<file path="src/rtl/aes_shiftrows_stream_pkg.sv">
// Shared types and helpers for the column-serial AES ShiftRows engine.
// Holds the FSM state enum, byte/column typedefs and the row-offset arithmetic.
package aes_pkg;

  typedef logic [7:0]  byte_t;
  typedef logic [31:0] col_t;

  typedef enum logic {
    FILL  = 1'b0,
    DRAIN = 1'b1
  } state_e;

  localparam int ROWS = 4;

  // Rijndael shift amounts: rows 2 and 3 shift one further for 256-bit blocks
  function automatic int row_offset(input int nb, input int r);
    return (nb == 8 && r >= 2) ? r + 1 : r;
  endfunction

  function automatic int mod_add(input int a, input int b, input int nb);
    int s;
    s = a + b;
    return (s >= nb) ? s - nb : s;
  endfunction

  function automatic int mod_sub(input int a, input int b, input int nb);
    int s;
    s = a - b;
    return (s < 0) ? s + nb : s;
  endfunction

endpackage

</file>
<file path="src/rtl/aes_shiftrows_stream_if.sv">
// Input and output column streams of the ShiftRows engine, bundled as one bus.
// The engine uses the slave modport; the producer/consumer side uses master.
interface aes_shiftrows_stream_if #(
  parameter int CW = 32
);

  logic          s_valid;
  logic          s_ready;
  logic [CW-1:0] s_data;
  logic          s_inv;
  logic          m_valid;
  logic          m_ready;
  logic [CW-1:0] m_data;
  logic          m_last;

  modport slave (
    input  s_valid, s_data, s_inv, m_ready,
    output s_ready, m_valid, m_data, m_last
  );

  modport master (
    output s_valid, s_data, s_inv, m_ready,
    input  s_ready, m_valid, m_data, m_last
  );

endinterface

</file>
<file path="src/rtl/aes_shiftrows_stream_col_mux.sv">
// Combinational selector building one row-shifted output column from the
// buffered state, for either ShiftRows or InvShiftRows.
module aes_shiftrows_col_mux
  import aes_pkg::*;
#(
  parameter int NB  = 4,
  parameter int CIW = $clog2(NB)
) (
  input  col_t             cols [NB],
  input  logic [CIW-1:0]   col_idx,
  input  logic             inv,
  output col_t             col_out
);

  logic [CIW-1:0] src;
  byte_t          row_byte;

  always_comb begin
    col_out  = '0;
    src      = '0;
    row_byte = '0;
    for (int r = 0; r < ROWS; r++) begin
      src = inv ? CIW'(mod_sub(int'(col_idx), row_offset(NB, r), NB))
                : CIW'(mod_add(int'(col_idx), row_offset(NB, r), NB));
      row_byte = cols[src][8*(3-r) +: 8];
      col_out[8*(3-r) +: 8] = row_byte;
    end
  end

endmodule

</file>
<file path="src/rtl/aes_shiftrows_stream.sv">
// Column-serial ShiftRows/InvShiftRows: buffers NB input columns, then drains
// the row-shifted state one column per beat. Fill and drain never overlap.
module aes_shiftrows_stream
  import aes_pkg::*;
#(
  parameter int NB = 4,
  parameter int CW = 32
) (
  input  logic                   clk,
  input  logic                   rst_n,
  input  logic                   clear,
  aes_shiftrows_stream_if.slave  bus,
  output logic                   busy
);

  localparam int             CIW      = $clog2(NB);
  localparam logic [CIW-1:0] LAST_COL = CIW'(NB - 1);

  if (!(NB == 4 || NB == 6 || NB == 8) || CW != 32) begin : g_bad_param
    $error("aes_shiftrows_stream: NB must be 4, 6 or 8 and CW must be 32");
  end

  state_e         state_q, state_d;
  logic [CIW-1:0] cnt_q, cnt_d;
  logic           mode_q, mode_d;
  col_t           col_buf_q [NB];
  col_t           col_buf_d [NB];
  col_t           mux_col;

  aes_shiftrows_col_mux #(
    .NB  (NB),
    .CIW (CIW)
  ) u_col_mux (
    .cols    (col_buf_q),
    .col_idx (cnt_q),
    .inv     (mode_q),
    .col_out (mux_col)
  );

  // clear wins over any handshake in the same cycle, so nothing is stored
  always_comb begin
    state_d   = state_q;
    cnt_d     = cnt_q;
    mode_d    = mode_q;
    col_buf_d = col_buf_q;

    bus.s_ready = (state_q == FILL);
    bus.m_valid = (state_q == DRAIN);
    bus.m_last  = (state_q == DRAIN) && (cnt_q == LAST_COL);
    bus.m_data  = (state_q == DRAIN) ? mux_col : '0;

    if (clear) begin
      state_d = FILL;
      cnt_d   = '0;
    end else begin
      case (state_q)
        FILL: begin
          if (bus.s_valid) begin
            col_buf_d[cnt_q] = bus.s_data;
            if (cnt_q == '0) begin
              mode_d = bus.s_inv;
            end
            if (cnt_q == LAST_COL) begin
              cnt_d   = '0;
              state_d = DRAIN;
            end else begin
              cnt_d = cnt_q + 1'b1;
            end
          end
        end
        DRAIN: begin
          if (bus.m_ready) begin
            if (cnt_q == LAST_COL) begin
              cnt_d   = '0;
              state_d = FILL;
            end else begin
              cnt_d = cnt_q + 1'b1;
            end
          end
        end
        default: begin
          state_d = FILL;
          cnt_d   = '0;
        end
      endcase
    end
  end

  assign busy = (state_q == DRAIN) || (cnt_q != '0);

  always_ff @(posedge clk or negedge rst_n) begin
    if (!rst_n) begin
      state_q <= FILL;
      cnt_q   <= '0;
      mode_q  <= 1'b0;
      for (int i = 0; i < NB; i++) begin
        col_buf_q[i] <= '0;
      end
    end else begin
      state_q   <= state_d;
      cnt_q     <= cnt_d;
      mode_q    <= mode_d;
      col_buf_q <= col_buf_d;
    end
  end

endmodule
</file>
<file path="src/flat_wrapper.sv">
// flat-port wrapper written by rule: the top's interface ports become plain ports
module aes_shiftrows_stream_flat import aes_pkg::*;
#(
  parameter int NB = 4,
  parameter int CW = 32
)
  (clk, rst_n, clear, busy, bus_s_valid, bus_s_data, bus_s_inv, bus_m_ready, bus_s_ready, bus_m_valid, bus_m_data, bus_m_last);
  aes_shiftrows_stream_if #(.CW(CW)) bus_i ();
  input  logic clk;
  input  logic rst_n;
  input  logic clear;
  output logic busy;
  input wire logic [$bits(bus_i.s_valid)-1:0] bus_s_valid;
  input wire logic [$bits(bus_i.s_data)-1:0] bus_s_data;
  input wire logic [$bits(bus_i.s_inv)-1:0] bus_s_inv;
  input wire logic [$bits(bus_i.m_ready)-1:0] bus_m_ready;
  output wire logic [$bits(bus_i.s_ready)-1:0] bus_s_ready;
  output wire logic [$bits(bus_i.m_valid)-1:0] bus_m_valid;
  output wire logic [$bits(bus_i.m_data)-1:0] bus_m_data;
  output wire logic [$bits(bus_i.m_last)-1:0] bus_m_last;
  assign bus_i.s_valid = bus_s_valid;
  assign bus_i.s_data = bus_s_data;
  assign bus_i.s_inv = bus_s_inv;
  assign bus_i.m_ready = bus_m_ready;
  assign bus_s_ready = bus_i.s_ready;
  assign bus_m_valid = bus_i.m_valid;
  assign bus_m_data = bus_i.m_data;
  assign bus_m_last = bus_i.m_last;
  aes_shiftrows_stream #(.NB(NB), .CW(CW)) u_core (.clk(clk), .rst_n(rst_n), .clear(clear), .bus(bus_i), .busy(busy));
endmodule
</file>
<file path="config.mk">
export PLATFORM = sky130hd
export DESIGN_NAME = aes_shiftrows_stream_flat
export DESIGN_NICKNAME = d
export VERILOG_FILES = /design/src/rtl/aes_shiftrows_stream_pkg.sv /design/src/rtl/aes_shiftrows_stream_if.sv /design/src/rtl/aes_shiftrows_stream_col_mux.sv /design/src/rtl/aes_shiftrows_stream.sv /design/src/flat_wrapper.sv
export SDC_FILE = /design/constraint.sdc
export NUM_CORES = 1
export LEC_CHECK = 0
export BUFFER_PORTS_ARGS = -buffer_cell sky130_fd_sc_hd__buf_2
export CORE_UTILIZATION = 52
export DETAILED_ROUTE_END_ITERATION = 8
export PLACE_DENSITY = 0.84
export SYNTH_ARGS = -nofsm -noshare
export SYNTH_HDL_FRONTEND = slang
export SYNTH_SLANG_ARGS = --single-unit
</file>
<file path="constraint.sdc">
create_clock -name clk -period 2.7 [get_ports clk]
set_clock_uncertainty 0.15 [all_clocks]
set_input_delay 0.405 -clock clk [delete_from_list [all_inputs] [get_ports clk]]
set_output_delay 0.405 -clock clk [all_outputs]
set_load 0.01 [all_outputs]
</file>
==> impl_metrics.toml, run 1 <==
[global_routing]
gr-total-overflow = 0
grt_antenna_before_repair = 0
grt_pass1_vias = 3854
track_usage_pct = 22.6
grt_max_degree = 57
grt_pass1_wl_um = 19800

[cts]
cts_tree = "yes"
clk_path_buf_depth = 2
cts_sinks = 132
clk_pin_slew_ns = 0.06
clock_latency_ns = 0.41
cts_max_level = 4
cts_root_buf = "clkbuf_16"
cts_buffers = 17

[synthesis]
synthFlopType = "dfrtp_1"
syn-num-nets = 419
synth.distinct_cells = 23
yosysWarnings = 0
syn_inst = 377
seq_area_frac_synth_pct = 54.3
synthArstFlopShare_pct = 100
synth_edf_count = 0
synth.cell_area_um2 = 6080
yosys_register_bits = 132
syn_area_per_cell_um2 = 16.1

[setup_path]
crit_arrival_ns = 2.14
r2r_slack_ns = 0.33
setup.worst_path.start_class = "flop"
setup.worst_path.class = "reg2out"
cp-end-kind = "output port"
crit_fanout = 8
crit_required_ns = 2.14

[cells_and_area]
final_common_cell = "dfrtp_1"
antenna_cells = 0
nFillCells = 800
area.sequential_um2 = 3310
areaGrowthSynthToFinish_pct = 22.3
final_cell_mix = "dfrtp_1, mux2_2, buf_2"
nets = 506
drive_gt1_share_pct = 62.3
design_area_um2 = 7440
multiInputGateArea_um2 = 2630

[routing]
drt-total-wl_um = 12600
drtIter0Drc = 166
post_drt_wl_per_cell_um = 20.3
drc = 0
ant_nets = 0
drtPass1Iterations = 6
via_per_inst = 5.67
vias = 3517

[sta]
slew_violations = 0
final_hold_viol_count = 0
fin_crit_sh_pct = 99.9
tightest_slew_ns = 0.551
rsz0062_at_grt = "yes"
fin_tns_setup_ns = 0
setup_viol = 0
fin_crit_ns = 2.70
slew_headroom_pct = 63.2
fmax_ghz = 0.371

[floorplan]
die_w_um = 110
die_area_um2 = 12100
die_h_um = 110
coreArea_um2 = 11400
pin_count = 74
num_rows = 39
initial_utilization_pct = 53.3

[placement]
placed_cell_area_um2 = 6630
gp_congestion = 0.719
dp_hpwl_um = 7690
port_buffers = 73

[status]
status = "finished clean"

[power_and_ir_drop]
power_density_nw_per_um2 = 881
power.leakage_nw = 3.41
vdd_drop_max_mv = 0.668

[flow_run]
drv_cap = 0

[min_path]
hold_class = "in2reg"
## final cells by class
cell class	instances	area share (%)
sequential	132	44.4
multi-input combinational	216	35.3
timing repair buffer	94	8.61
clock buffer	23	6.42
clock inverter	9	2.66
tap	143	2.40
inverter	3	0.185
## Yosys cell counts, types with 2 or more instances
cell type    n  area (µm²)
dfrtp_1    132        3300
inv_1        3        11.3
mux2_2     129        1450
mux4_1      11         289
buf_2        4        20.0
and2_1      36         225
clkbuf_2     3        15.0
nor2_1       2        7.51
clkbuf_1     3        11.3
buf_4       15         113
mux2i_1      2        20.0
nand2_1      3        11.3
mux4_2      21         473
ha_1         4        50.1
## through the flow
step           setup slack (ns)  utilization [%]  hold WS [ns]  instances  total power, W
6_report                0.00328             65.2        0.0733        620         0.00656
2_1_floorplan            0.0201                -       -0.0406        377         0.00356
3_5_place_dp             0.0998             58.0         0.280        580         0.00388
3_3_place_gp              0.183             58.0         0.272        580         0.00378
4_1_cts                 -0.0430             64.9        0.0568        618         0.00657
5_1_grt                 -0.0571             65.2        0.0543        620         0.00684
## state kept, by name (all words and copies together), names as in the netlist
name,cells
u_core.col_buf_q,128
u_core.cnt_q,2
u_core.bus.m_valid,1
u_core.mode_q,1
## path summary, 6_finish.rpt
kind                       cells after the start             startpoint                    end
max in group asynchronous                      3                  rst_n        u_core.cnt_q[1]
max                                            6        u_core.cnt_q[1]         bus_m_data[20]
min reg2reg                                    1  u_core.col_buf_q[109]  u_core.col_buf_q[109]
min                                            2                  clear        u_core.cnt_q[0]
min in group asynchronous                      2                  rst_n   u_core.col_buf_q[66]
max reg2reg                                    6        u_core.cnt_q[1]   u_core.col_buf_q[28]
## logic make-up after synthesis
group / count (synthesis) / share of synthesized area [%]
mux: 163 / 36.7
flops: 132 / 54.3
simple gates: 45 / 4.48
buf+inv: 29 / 2.86
fa+ha+maj: 4 / 0.823
compound gates: 2 / 0.206
xor+xnor: 2 / 0.597
## where the power goes
| part | switching, W | internal, W |
|---|---|---|
| Clock | 0.000807 | 0.00180 |
| Combinational | 0.000387 | 0.000785 |
| Sequential | 0.000281 | 0.00250 |
| Total | 0.00147 | 0.00508 |
## metal layers
metal / wire [µm] / vias to the layer above / GRT usage, % / share of wire, %
li1: - / 1542 / - / -
met1: 5410 / 1877 / 28.0 / 43
met2: 6560 / 82 / 38.3 / 52
met3: 450 / 16 / 5.29 / 3.6
met4: 165 / 0 / 9.12 / 1.3
met5: 0 / - / 0 / 0
## repair_timing
item,CTS,global route
setup endpoints to repair,16,16
hold buffers,1,0
pin swaps,2,1
hold endpoints to repair,40,0
cloned,0,0
setup buffers,5,2
gates resized for setup,9,18
## critical path, cell delays in order, from the launching register on
cell and delay (ns):
dfrtp_2 0.44, buf_12 0.14, xor2_4 0.17, buf_12 0.16
mux4_2 0.51, and2_1 0.17, buf_2 0.13
(Power assumes the default switching activity.)
==> run 2: changes to the inputs <==
- clock period: 2.7 -> 2.3 ns (I/O delays scaled with it)
==> impl_metrics.toml, run 2 (synthesis gave the netlist of run 1 again) <==
[status]
status = "finished with violations"
failed_checks = "DRC, setup timing"

[cells_and_area]
areaGrowthSynthToFinish_pct = 26.0
nets = 517
largest_register_ffs = 128
reg_top3 = "u_core.col_buf_q: 128 flops, u_core.cnt_q: 2 flops"
final_core_util_pct = 67.1
antenna_cells = 0
final_cell_mix = "mux2_2, dfrtp_1, buf_2"
top_register = "u_core.col_buf_q"
drive_gt1_share_pct = 66.7

[floorplan]
num_rows = 39
die_w_um = 110
die_area_um2 = 12100
die_h_um = 110
pin_count = 74
initial_utilization_pct = 53.3
coreArea_um2 = 11400

[cts]
clock_latency_ns = 0.41
cts_tree = "yes"
cts_root_buf = "clkbuf_16"
cts_sinks = 132
cts_buffers = 17
clk_pin_slew_ns = 0.06
cts_max_level = 4
clk_path_buf_depth = 2

[sta]
slew_violations = 0
whs_ns = 0.0579
slew_headroom_pct = 63.3
setup_viol = 28
tightest_slew_ns = 0.551
final_hold_viol_count = 0
worst_slack_ns = -0.271
fmax_ghz = 0.389
rsz0062_at_grt = "yes"
fin_crit_sh_pct = 112
fin_crit_ns = 2.57

[global_routing]
grt_pass1_wl_um = 20200
grt_max_degree = 41
gr-total-overflow = 0
grt_antenna_before_repair = 0
track_usage_pct = 23.0
grt_pass1_vias = 3910

[setup_path]
r2r_slack_ns = 0.18
crit_cells = 7
max_stage_delay_ns = 0.43
setup.worst_path.start_class = "flop"
crit_required_ns = 1.80
cp-end-kind = "output port"
reg2reg_from = "u_core.cnt_q[0]"
slowest_stage = "dfrtp_2"
crit_fanout = 8
crit_buf_inv = 3
r2r_cells = 8
crit_path_cell_trace = "inv_2 -> ha_4 -> xnor2_4 -> buf_12 -> mux4_1 -> and2_1 -> buf_2"
setup.worst_path.class = "reg2out"
reg2reg_to = "u_core.col_buf_q[72]"
crit_arrival_ns = 2.08
crit_family = "flip-flops"

[min_path]
hold_class = "in2reg"
min_from = "bus_s_data[16]"
min_path_cells = 2
hold_end = "u_core.col_buf_q[48]"

[power_and_ir_drop]
fin_total_pwr_w = 0.00751
power_density_nw_per_um2 = 981
power.leakage_nw = 3.48
vdd_drop_max_mv = 0.691

[placement]
dp_hpwl_um = 7740
gp_congestion = 0.720
port_buffers = 73

[flow_run]
drv_cap = 0

[routing]
via_per_inst = 5.60
post_drt_wl_per_cell_um = 19.9
drc = 2
drt-total-wl_um = 12500
vias = 3525
drtIter0Drc = 169
drtPass1Iterations = 6
ant_nets = 0
run 2: cell count changes in the layout (fill, tap and decap cells not counted), moves of 2 or more:
cell       delta
buf_6        +19
buf_12        +3
buf_4         +5
and2_1       -17
bufinv_16     -2
buf_2        -17
and2_4       +17
run 2: worst max path at each step:
| stage | from | end | slack (ns) |
|---|---|---|---|
| 3_5_place_dp | u_core.cnt_q[1] | bus_m_data[4] | -0.07 |
| 6_report | u_core.cnt_q[1] | bus_m_data[4] | -0.27 |
| 5_1_grt | u_core.cnt_q[1] | bus_m_data[5] | -0.36 |
| 2_1_floorplan | u_core.cnt_q[0] | bus_m_data[0] | 0.002 |
| 3_3_place_gp | u_core.cnt_q[1] | bus_m_data[0] | 0.04 |
| 4_1_cts | u_core.cnt_q[1] | bus_m_data[4] | -0.29 |
run 2: routing by layer:
metal / global-route usage (%) / share of wire, % / wire length (µm) / up-vias
met1: 27.6 / 42 / 5210 / 1872
met2: 40.0 / 54 / 6710 / 77
met4: 7.14 / 1.1 / 143 / 0
met5: 0 / 0 / 0 / -
met3: 6.88 / 3.8 / 476 / 11
li1: - / - / - / 1565
run 2: cell type report:
cell class | count | area (µm²)
clock buffers | 22 | 464
fillers | 792 | 3760
clock inverters | 9 | 151
inverters | 3 | 11.3
repair buffers | 105 | 877
flip-flops and latches | 132 | 3310
well taps | 143 | 179
multi-input cells | 216 | 2670
run 2: through the flow:
step | area (µm²) | setup slack (ns) | setup TNS (ns) | cells
final | 7660 | -0.271 | -4.33 | 630
after global routing | 7660 | -0.360 | -6.54 | 630
after CTS | 7630 | -0.294 | -5.90 | 630
after detailed placement | 6730 | -0.0748 | -0.448 | 588
after global placement | 6730 | 0.0392 | 0 | 588
after floorplan | 6150 | 0.00151 | 0 | 377
run 2: what timing repair did:
item,in CTS,in global routing
cloned,2,0
pin swaps,2,1
hold buffers,2,0
hold endpoints to repair,39,0
gates resized for setup,52,20
endpoints found under the setup margin,32,32
buffers inserted,7,3
run 2: report_power, final:
group	internal [W]	switching (W)	total (W)
combinational	0.000959	0.000480	0.00144
clock	0.00186	0.000965	0.00283
sequential	0.00293	0.000315	0.00325
total	0.00575	0.00176	0.00751
==> run 3: changes to the inputs <==
- CELL_PAD_IN_SITES_DETAIL_PLACEMENT: unset -> 1
- CELL_PAD_IN_SITES_GLOBAL_PLACEMENT: unset -> 2
- CORE_MARGIN: unset -> 2
- CORE_UTILIZATION: 52 -> 38
- PLACE_DENSITY: 0.84 -> 0.85
==> impl_metrics.toml, run 3 (synthesis gave the netlist of run 1 again) <==
[status]
status = "finished with violations"
failed_checks = "setup timing"

[sta]
fin_crit_ns = 2.58
setup_viol = 33
fin_crit_sh_pct = 112
final_hold_viol_count = 0
tightest_slew_ns = 0.482
worst_slack_ns = -0.278
fmax_ghz = 0.388
slew_headroom_pct = 67.9
rsz0062_at_grt = "yes"
slew_violations = 0

[setup_path]
crit_required_ns = 1.80
setup.worst_path.start_class = "flop"
crit_arrival_ns = 2.08
max_stage_delay_ns = 0.43
crit_path_cell_trace = "inv_2 -> ha_4 -> xnor2_4 -> buf_12 -> mux4_2 -> and2_4 -> buf_6"
crit_fanout = 8
r2r_slack_ns = 0.01
cp-end-kind = "output port"
setup.worst_path.class = "reg2out"
slowest_stage = "dfrtp_2"

[power_and_ir_drop]
switching_share_pct = 24.4
power_density_nw_per_um2 = 952
vdd_drop_max_mv = 0.483
seq_power_share_pct = 43.2
internal_power_w = 0.00572
power_switching_w = 0.00184
pwr-share-comb_pct = 20.3
fin_total_pwr_w = 0.00756
clkPwrFrac_pct = 36.5
power.leakage_nw = 3.55

[flow_run]
drv_cap = 0

[placement]
dp_hpwl_um = 8910
place_inst = 657
placed_cell_area_um2 = 6830
port_buffers = 73
gp_congestion = 0.744

[cts]
cts_sinks = 132
clock_latency_ns = 0.41
cts_buffers = 17
cts_max_level = 4
clk_path_buf_depth = 2
clk_pin_slew_ns = 0.05
cts_tree = "yes"
cts_root_buf = "clkbuf_16"

[cells_and_area]
drive_gt1_share_pct = 68.5
antenna_cells = 0
areaGrowthSynthToFinish_pct = 30.5
reg_top3 = "u_core.col_buf_q: 128 flops, u_core.cnt_q: 2 flops"
final_cell_mix = "mux2_2, dfrtp_1, buf_2"
largest_register_ffs = 128
top_register = "u_core.col_buf_q"
final_cell_count_no_fill = 708
design_area_um2 = 7940
nets = 521

[global_routing]
grt_antenna_before_repair = 0
grt_max_degree = 48
track_usage_pct = 19.5
grt_pass1_wl_um = 24300
gr-total-overflow = 0
grt_pass1_vias = 4224

[routing]
drtIter0Drc = 171
post_drt_wl_per_cell_um = 21.7
drc = 0
drt-total-wl_um = 15400
drtPass1Iterations = 4
ant_nets = 0
via_per_inst = 5.20
vias = 3684

[floorplan]
die_h_um = 131
coreArea_um2 = 15800
initial_utilization_pct = 38.6
pin_count = 74
num_rows = 46
die_area_um2 = 17000
die_w_um = 131

[min_path]
hold_class = "in2reg"
[run 3: cell count changes in the layout (fill, tap and decap cells not counted), moves of 3 or more]
| cell | previous run | this run |
|---|---|---|
| buf_6 | 25 | 31 |
| buf_4 | 20 | 15 |
| buf_2 | 49 | 45 |
| and2_4 | 23 | 27 |
| clkinv_2 | 3 | 6 |
| and2_1 | 10 | 6 |
| buf_16 | 0 | 4 |
[run 3: area by class of cell]
class | count | area [µm²]
inverter | 3 | 11.3
clock buffer | 22 | 474
tap | 216 | 270
multi-input combinational | 216 | 2690
clock inverter | 10 | 129
fill | 1553 | 7830
timing repair buffer | 109 | 1050
sequential | 132 | 3310
[run 3: path summary, 6_finish.rpt]
check	startpoint	endpoint	depth (start not counted)
min	bus_s_inv	u_core.mode_q	2
max reg2reg	u_core.cnt_q[0]	u_core.col_buf_q[10]	9
min in group asynchronous	rst_n	u_core.col_buf_q[71]	2
max in group asynchronous	rst_n	u_core.mode_q	3
max	u_core.cnt_q[1]	bus_m_data[5]	7
min reg2reg	u_core.col_buf_q[100]	u_core.col_buf_q[100]	1
[run 3: power groups by stage]
stage	registers, W	clock network (W)	logic (W)
after floorplan	0.00315	0	0.00105
after global placement	0.00321	0	0.00130
after detailed placement	0.00327	0	0.00137
after CTS	0.00326	0.00281	0.00152
after global routing	0.00334	0.00292	0.00165
final	0.00327	0.00276	0.00153
[run 3: through the flow]
step / util (%) / TNS [ns] / setup WS, ns / hold slack, ns
after floorplan: - / 0 / 0.00151 / -0.101
after global placement: 43.3 / 0 / 0.0237 / 0.159
after detailed placement: 43.3 / -0.601 / -0.0876 / 0.165
after CTS: 49.4 / -6.47 / -0.333 / 0.00879
after global routing: 50.3 / -8.05 / -0.347 / 0.00461
final: 50.3 / -5.81 / -0.278 / 0.0201
[run 3: per-layer routing]
| metal | vias up | wire length [µm] | GRT usage (%) |
|---|---|---|---|
| met1 | 2016 | 6620 | 24.4 |
| li1 | 1580 | - | - |
| met3 | 14 | 450 | 4.80 |
| met5 | - | 0 | 0 |
| met2 | 74 | 8130 | 33.5 |
| met4 | 0 | 159 | 6.01 |
[run 3: critical path: cells and delay by family (launching register included)]
family | cells | cell delay [ns]
fa+ha+maj | 1 | 0.30
xor+xnor | 1 | 0.12
simple gates | 1 | 0.18
flops | 1 | 0.43
buf+inv | 3 | 0.34
mux | 1 | 0.31
[run 3: timing repair]
item,in CTS,in global routing
pin swaps,3,2
gates cloned,4,1
endpoints found under the hold margin,48,0
buffers inserted,8,6
setup endpoints to repair,32,76
resized for setup,58,23
hold buffers,2,0
